[config.mk]
export PLATFORM = sky130hd
export DESIGN_NAME = miner_job_master
export DESIGN_NICKNAME = d
export VERILOG_FILES = /design/src/rtl/miner_job_master.sv
export SDC_FILE = /design/constraint.sdc
export NUM_CORES = 2
export LEC_CHECK = 0
export BUFFER_PORTS_ARGS = -buffer_cell sky130_fd_sc_hd__clkbuf_2
export CORE_AREA = 2 2 381 383
export CTS_CLUSTER_DIAMETER = 80
export DETAILED_ROUTE_END_ITERATION = 10
export DIE_AREA = 0 0 383 385
export PLACE_DENSITY = 0.6
export SYNTH_ARGS = -nofsm -noshare
export SYNTH_HDL_FRONTEND = slang
export SYNTH_SLANG_ARGS = --single-unit
[constraint.sdc]
create_clock -name clk -period 5.35 [get_ports clk]
set_input_delay 1.605 -clock clk [delete_from_list [all_inputs] [get_ports clk]]
set_output_delay 1.605 -clock clk [all_outputs]
set_load 0.005 [all_outputs]
[src/rtl/miner_job_master.sv]
// miner_job_master
// Avalon-MM master that loads one mining job into the miner's register-mapped
// slave and polls it until the job is complete.
//   clk, rst                   : clock, synchronous active-high reset
//   job_valid/job_ready        : job handshake; job_target (256b) and
//                                job_message (608b) are latched on acceptance
//   result_valid/result_ready  : result handshake; result_found,
//                                result_timeout and result_nonce stay stable
//                                while result_valid is high
//   m_address .. m_chipselect  : Avalon-MM master strobes, all registered
//   m_readdata                 : slave read data, READ_LATENCY cycles after m_read
// Bus sequence per job: 0->addr1, target words to 2..9, message words to
// 11..29, 1->addr1, 3->addr1, then status polls at STATUS_ADDR, and a nonce
// read at NONCE_ADDR when the miner reports found.
module miner_job_master #(
    parameter int unsigned POLL_INTERVAL = 8,
    parameter int unsigned READ_LATENCY  = 1,
    parameter int unsigned TIMEOUT_POLLS = 65535,
    parameter int unsigned STATUS_ADDR   = 0,
    parameter int unsigned NONCE_ADDR    = 10
) (
    input  logic         clk,
    input  logic         rst,
    input  logic         job_valid,
    output logic         job_ready,
    input  logic [255:0] job_target,
    input  logic [607:0] job_message,
    output logic         result_valid,
    input  logic         result_ready,
    output logic         result_found,
    output logic         result_timeout,
    output logic [31:0]  result_nonce,
    output logic [4:0]   m_address,
    output logic [31:0]  m_writedata,
    output logic         m_write,
    output logic         m_read,
    output logic         m_chipselect,
    input  logic [31:0]  m_readdata
);

    localparam logic [15:0] WAIT_LAST   = 16'(POLL_INTERVAL - 1);
    localparam logic [1:0]  LAT_LAST    = 2'(READ_LATENCY - 1);
    localparam logic [15:0] TIMEOUT_CNT = 16'(TIMEOUT_POLLS);
    localparam logic [4:0]  ST_ADDR     = 5'(STATUS_ADDR);
    localparam logic [4:0]  NC_ADDR     = 5'(NONCE_ADDR);

    typedef enum logic [3:0] {
        S_IDLE         = 4'd0,
        S_CLR          = 4'd1,
        S_WR_TGT       = 4'd2,
        S_WR_MSG       = 4'd3,
        S_LT           = 4'd4,
        S_LM           = 4'd5,
        S_WAIT         = 4'd6,
        S_RD_ST        = 4'd7,
        S_RD_ST_LAT    = 4'd8,
        S_RD_NONCE     = 4'd9,
        S_RD_NONCE_LAT = 4'd10,
        S_DONE         = 4'd11
    } state_t;

    state_t         state_q, state_d;
    logic [4:0]     idx_q, idx_d;
    logic [15:0]    wait_q, wait_d;
    logic [1:0]     lat_q, lat_d;
    logic [15:0]    poll_q, poll_d;
    logic [255:0]   tgt_q, tgt_d;
    logic [607:0]   msg_q, msg_d;
    logic           found_q, found_d;
    logic           timeout_q, timeout_d;
    logic [31:0]    nonce_q, nonce_d;
    logic           result_valid_q, result_valid_d;
    logic           job_ready_q, job_ready_d;
    logic [4:0]     m_address_q, m_address_d;
    logic [31:0]    m_writedata_q, m_writedata_d;
    logic           m_write_q, m_write_d;
    logic           m_read_q, m_read_d;
    logic           m_cs_q, m_cs_d;

    // Next-state logic: sequencing, counters, job latch and result capture.
    always_comb begin
        state_d   = state_q;
        idx_d     = idx_q;
        wait_d    = wait_q;
        lat_d     = lat_q;
        poll_d    = poll_q;
        tgt_d     = tgt_q;
        msg_d     = msg_q;
        found_d   = found_q;
        timeout_d = timeout_q;
        nonce_d   = nonce_q;
        case (state_q)
            S_IDLE: begin
                if (job_valid && job_ready_q) begin
                    tgt_d     = job_target;
                    msg_d     = job_message;
                    found_d   = 1'b0;
                    timeout_d = 1'b0;
                    nonce_d   = 32'd0;
                    state_d   = S_CLR;
                end else begin
                    state_d = S_IDLE;
                end
            end
            S_CLR: begin
                idx_d   = 5'd0;
                state_d = S_WR_TGT;
            end
            S_WR_TGT: begin
                if (idx_q == 5'd7) begin
                    idx_d   = 5'd0;
                    state_d = S_WR_MSG;
                end else begin
                    idx_d = idx_q + 5'd1;
                end
            end
            S_WR_MSG: begin
                if (idx_q == 5'd18) begin
                    idx_d   = 5'd0;
                    state_d = S_LT;
                end else begin
                    idx_d = idx_q + 5'd1;
                end
            end
            S_LT: begin
                state_d = S_LM;
            end
            S_LM: begin
                wait_d  = 16'd0;
                poll_d  = 16'd0;
                state_d = S_WAIT;
            end
            S_WAIT: begin
                if (wait_q == WAIT_LAST) begin
                    state_d = S_RD_ST;
                end else begin
                    wait_d = wait_q + 16'd1;
                end
            end
            S_RD_ST: begin
                lat_d   = 2'd0;
                state_d = S_RD_ST_LAT;
            end
            S_RD_ST_LAT: begin
                // Read data is sampled at the end of the last latency cycle.
                if (lat_q == LAT_LAST) begin
                    if (m_readdata[1]) begin
                        if (m_readdata[0]) begin
                            state_d = S_RD_NONCE;
                        end else begin
                            found_d = 1'b0;
                            nonce_d = 32'd0;
                            state_d = S_DONE;
                        end
                    end else begin
                        poll_d = poll_q + 16'd1;
                        if ((poll_q + 16'd1) == TIMEOUT_CNT) begin
                            timeout_d = 1'b1;
                            found_d   = 1'b0;
                            nonce_d   = 32'd0;
                            state_d   = S_DONE;
                        end else begin
                            wait_d  = 16'd0;
                            state_d = S_WAIT;
                        end
                    end
                end else begin
                    lat_d = lat_q + 2'd1;
                end
            end
            S_RD_NONCE: begin
                lat_d   = 2'd0;
                state_d = S_RD_NONCE_LAT;
            end
            S_RD_NONCE_LAT: begin
                if (lat_q == LAT_LAST) begin
                    found_d   = 1'b1;
                    timeout_d = 1'b0;
                    nonce_d   = m_readdata;
                    state_d   = S_DONE;
                end else begin
                    lat_d = lat_q + 2'd1;
                end
            end
            S_DONE: begin
                if (result_ready) begin
                    found_d   = 1'b0;
                    timeout_d = 1'b0;
                    nonce_d   = 32'd0;
                    state_d   = S_IDLE;
                end else begin
                    state_d = S_DONE;
                end
            end
            default: begin
                state_d = S_IDLE;
            end
        endcase
    end

    // Output decode from the upcoming state so every strobe is registered
    // and lines up with the state that owns it.
    always_comb begin
        m_address_d    = 5'd0;
        m_writedata_d  = 32'd0;
        m_write_d      = 1'b0;
        m_read_d       = 1'b0;
        result_valid_d = (state_d == S_DONE);
        job_ready_d    = (state_d == S_IDLE);
        case (state_d)
            S_CLR: begin
                m_write_d     = 1'b1;
                m_address_d   = 5'd1;
                m_writedata_d = 32'd0;
            end
            S_WR_TGT: begin
                m_write_d     = 1'b1;
                m_address_d   = 5'd2 + idx_d;
                m_writedata_d = tgt_q[{idx_d[2:0], 5'd0} +: 32];
            end
            S_WR_MSG: begin
                m_write_d     = 1'b1;
                m_address_d   = 5'd11 + idx_d;
                m_writedata_d = msg_q[{idx_d, 5'd0} +: 32];
            end
            S_LT: begin
                m_write_d     = 1'b1;
                m_address_d   = 5'd1;
                m_writedata_d = 32'd1;
            end
            S_LM: begin
                // bit0 stays set so only the newMsg bit sees a rising edge
                m_write_d     = 1'b1;
                m_address_d   = 5'd1;
                m_writedata_d = 32'd3;
            end
            S_RD_ST: begin
                m_read_d    = 1'b1;
                m_address_d = ST_ADDR;
            end
            S_RD_NONCE: begin
                m_read_d    = 1'b1;
                m_address_d = NC_ADDR;
            end
            default: begin
                m_write_d = 1'b0;
                m_read_d  = 1'b0;
            end
        endcase
        m_cs_d = m_write_d | m_read_d;
    end

    // State, counters and registered outputs with synchronous reset.
    always_ff @(posedge clk) begin
        if (rst) begin
            state_q        <= S_IDLE;
            idx_q          <= 5'd0;
            wait_q         <= 16'd0;
            lat_q          <= 2'd0;
            poll_q         <= 16'd0;
            tgt_q          <= 256'd0;
            msg_q          <= 608'd0;
            found_q        <= 1'b0;
            timeout_q      <= 1'b0;
            nonce_q        <= 32'd0;
            result_valid_q <= 1'b0;
            job_ready_q    <= 1'b1;
            m_address_q    <= 5'd0;
            m_writedata_q  <= 32'd0;
            m_write_q      <= 1'b0;
            m_read_q       <= 1'b0;
            m_cs_q         <= 1'b0;
        end else begin
            state_q        <= state_d;
            idx_q          <= idx_d;
            wait_q         <= wait_d;
            lat_q          <= lat_d;
            poll_q         <= poll_d;
            tgt_q          <= tgt_d;
            msg_q          <= msg_d;
            found_q        <= found_d;
            timeout_q      <= timeout_d;
            nonce_q        <= nonce_d;
            result_valid_q <= result_valid_d;
            job_ready_q    <= job_ready_d;
            m_address_q    <= m_address_d;
            m_writedata_q  <= m_writedata_d;
            m_write_q      <= m_write_d;
            m_read_q       <= m_read_d;
            m_cs_q         <= m_cs_d;
        end
    end

    assign job_ready      = job_ready_q;
    assign result_valid   = result_valid_q;
    assign result_found   = found_q;
    assign result_timeout = timeout_q;
    assign result_nonce   = nonce_q;
    assign m_address      = m_address_q;
    assign m_writedata    = m_writedata_q;
    assign m_write        = m_write_q;
    assign m_read         = m_read_q;
    assign m_chipselect   = m_cs_q;

endmodule

==> flow_summary.yaml <==
run_status:
  status: "finished clean"
critical_path:
  worst_setup_path_end_kind: "register"
  critical_path_required_ns: 6.01
  critPathLaunchType: "register"
  worstSetupPathType: "reg2reg"
  crit_arrival_ns: 5.26
  cp_max_fo: 30
route:
  drt_iter0_markers: 4743
  totalWireLength_um: 222000
  wire_per_inst_um: 25.6
  firstDrtPassIters: 6
  ant_nets: 0
  drc: 0
  vias: 46504
  viasPerCell: 5.37
sta:
  finalClockSkew_ns: 0.0485
  period_needed_ns: 4.60
  setup_viol: 0
  fmax_ghz: 0.217
  worst_pin_slew_ns: 1.35
  period_share: 0.860
  rsz0062_at_grt: "no"
  fin_setup_tns_ns: 0
  hold_viol: 0
  slew_viol_final: 0
  maxSlewHeadroom: 0.0898
clocking:
  htreeDepth: 3
  holdBufCountCts: 0
  cts_made_buffers: 114
  cts_resized: 0
  clkLatencyLatePin_ns: 0.77
  cts.sinks: 983
  cts-root-buf: "clkbuf_16"
  cts_tree: "built"
  cts_buffer_depth: 3
  cts.reportedPaths.clkPinSlew_ns: 0.06
  postCtsSetupBuffers: 0
logic_synthesis:
  synth_edf_count: 0
  yosys.cell_types.count: 74
  yosys_register_bits: 983
  synth_fp_nets: 6881
  synthCells: 5972
  ys.flop_type: "dfxtp_1"
  synth_top_area_cell: "dfxtp_1"
  avgSynthCellArea_um2: 7.34
  synthTopCellsByArea: "dfxtp_1, nand2_1, a21oi_1, clkbuf_1, mux2i_1"
  synth_top_area_share: 0.449
  synth-async-reset-ratio: 0
  synth_area_um2: 43900
  ys.warnings.count: 0
  ys_seq_area_frac: 0.449
final_layout:
  fillCellCount: 15099
  final_common_cell: "nand2_1"
  fin_nets: 7537
  area_growth_pct: 23.6
  seq_area_um2: 19700
  layout-drive-gt1-share: 0.197
  final_cell_mix: "nand2_1, dfxtp_1, a21oi_1"
  multi_input_area_um2: 21700
  fin_cells: 8656
hold_path:
  hp-class: "reg2reg"
die:
  io_pins: 976
  die_h_um: 385
  initial_core_util: 0.306
  fp.dieArea_um2: 147000
  fp-row-count: 139
  fp.dieW_um: 383
  fp.coreArea_um2: 143000
place:
  dp_hpwl_um: 164000
  port_buffers: 975
  gp_congestion: 0.952
  place_inst: 8415
global_routing:
  grt_use_total: 0.287
  grt_pass1_vias: 43626
  grt_antenna_before_repair: 68
  grt.overflow.total: 0
  grt_pass1_wl_um: 308000
  grt_max_degree: 218
job:
  drv_cap: 0
power_and_ir_drop:
  power_density_nw_per_um2: 355
  peakVddDrop_mv: 0.279
  p_leak_nw: 21.1
[kinds of logic (layout without fill, tap and decap cells)]
family,count (synthesis),after routing,synth area share
AO/OA/AOI/OAI,1562,1562,0.214
XOR/XNOR,6,6,0.00120
adder cells (fa/ha/maj),9,9,0.00257
buffers and inverters,673,1424,0.0607
flip-flops,983,983,0.449
multiplexers,130,130,0.0300
other,0,30,0
AND/OR/NAND/NOR,2609,2609,0.243
[critical path: stages, from the launching register on]
cell       delay, ns
dfxtp_1         0.41
inv_1           0.18
ha_1            0.19
nand4bb_1       0.29
a211oi_4        0.35
or2_4           0.46
inv_2           0.06
a2111oi_1       0.59
nor3b_2         0.79
buf_4           0.42
o21ai_0         0.45
o2111ai_1       0.27
[power breakdown]
| part | internal [mW] | switching, mW | leakage, nW |
|---|---|---|---|
| registers | 7.85 | 0.339 | 8.05 |
| logic | 0.862 | 1.90 | 11.1 |
| clock network | 4.86 | 3.41 | 1.95 |
| total | 13.6 | 5.65 | 21.1 |
[metal layers]
metal / track usage / wire length, um
met5: 0 / 297
met2: 0.458 / 101000
met3: 0.0631 / 16700
met1: 0.357 / 89600
met4: 0.160 / 13900
[state kept, by name, summed over array words and instances (netlist names), 2 cells and up]
name and flops:
wait_q 16, m_address 5, idx_q 5, msg_q 608, state_q 4, poll_q 16
tgt_q 256, result_nonce 32, m_writedata 32, lat_q 2
[synth_stat cells (31+ instances only)]
master,count
buf_2,54
a221oi_1,72
clkbuf_1,433
a2111oi_0,54
nand3_1,134
inv_1,151
mux2i_1,128
dfxtp_1,983
nand2_1,2175
nor2b_1,39
a22oi_1,43
nor2_1,80
o21ai_0,76
a211oi_1,164
a32oi_1,31
a21oi_1,983
o2111ai_1,45
[worst paths after layout]
| check | slack [ns] | cells after the start | start | to |
|---|---|---|---|---|
| setup / recovery | 0.75 | 11 | idx_q[0] | m_writedata[17] |
| setup reg to reg | 0.75 | 11 | idx_q[0] | m_writedata[17] |
| hold / removal | 0.45 | 2 | msg_q[587] | msg_q[587] |
| hold reg to reg | 0.45 | 2 | msg_q[587] | msg_q[587] |
[metrics by stage]
step	util	power, mW	setup WS [ns]	cell area, um^2	hold WS (ns)
3_3_place_gp	0.351	11.0	0.784	50200	0.441
4_1_cts	0.378	19.3	0.768	54100	0.450
5_1_grt	0.378	19.9	0.532	54200	0.468
2_1_floorplan	-	9.76	1.93	43900	0.432
3_5_place_dp	0.351	11.1	0.782	50200	0.443
6_report	0.379	19.2	0.752	54200	0.452
[layout make-up]
type,count,share of cell area
antenna,30,0.00138
clock buffer,156,0.0594
clock inverter,55,0.0136
inverter,153,0.0108
multi-input combinational,4316,0.400
sequential,983,0.363
tap,1903,0.0439
timing repair buffer,1060,0.108
No activity file was read; power rests on OpenSTA's default activity.
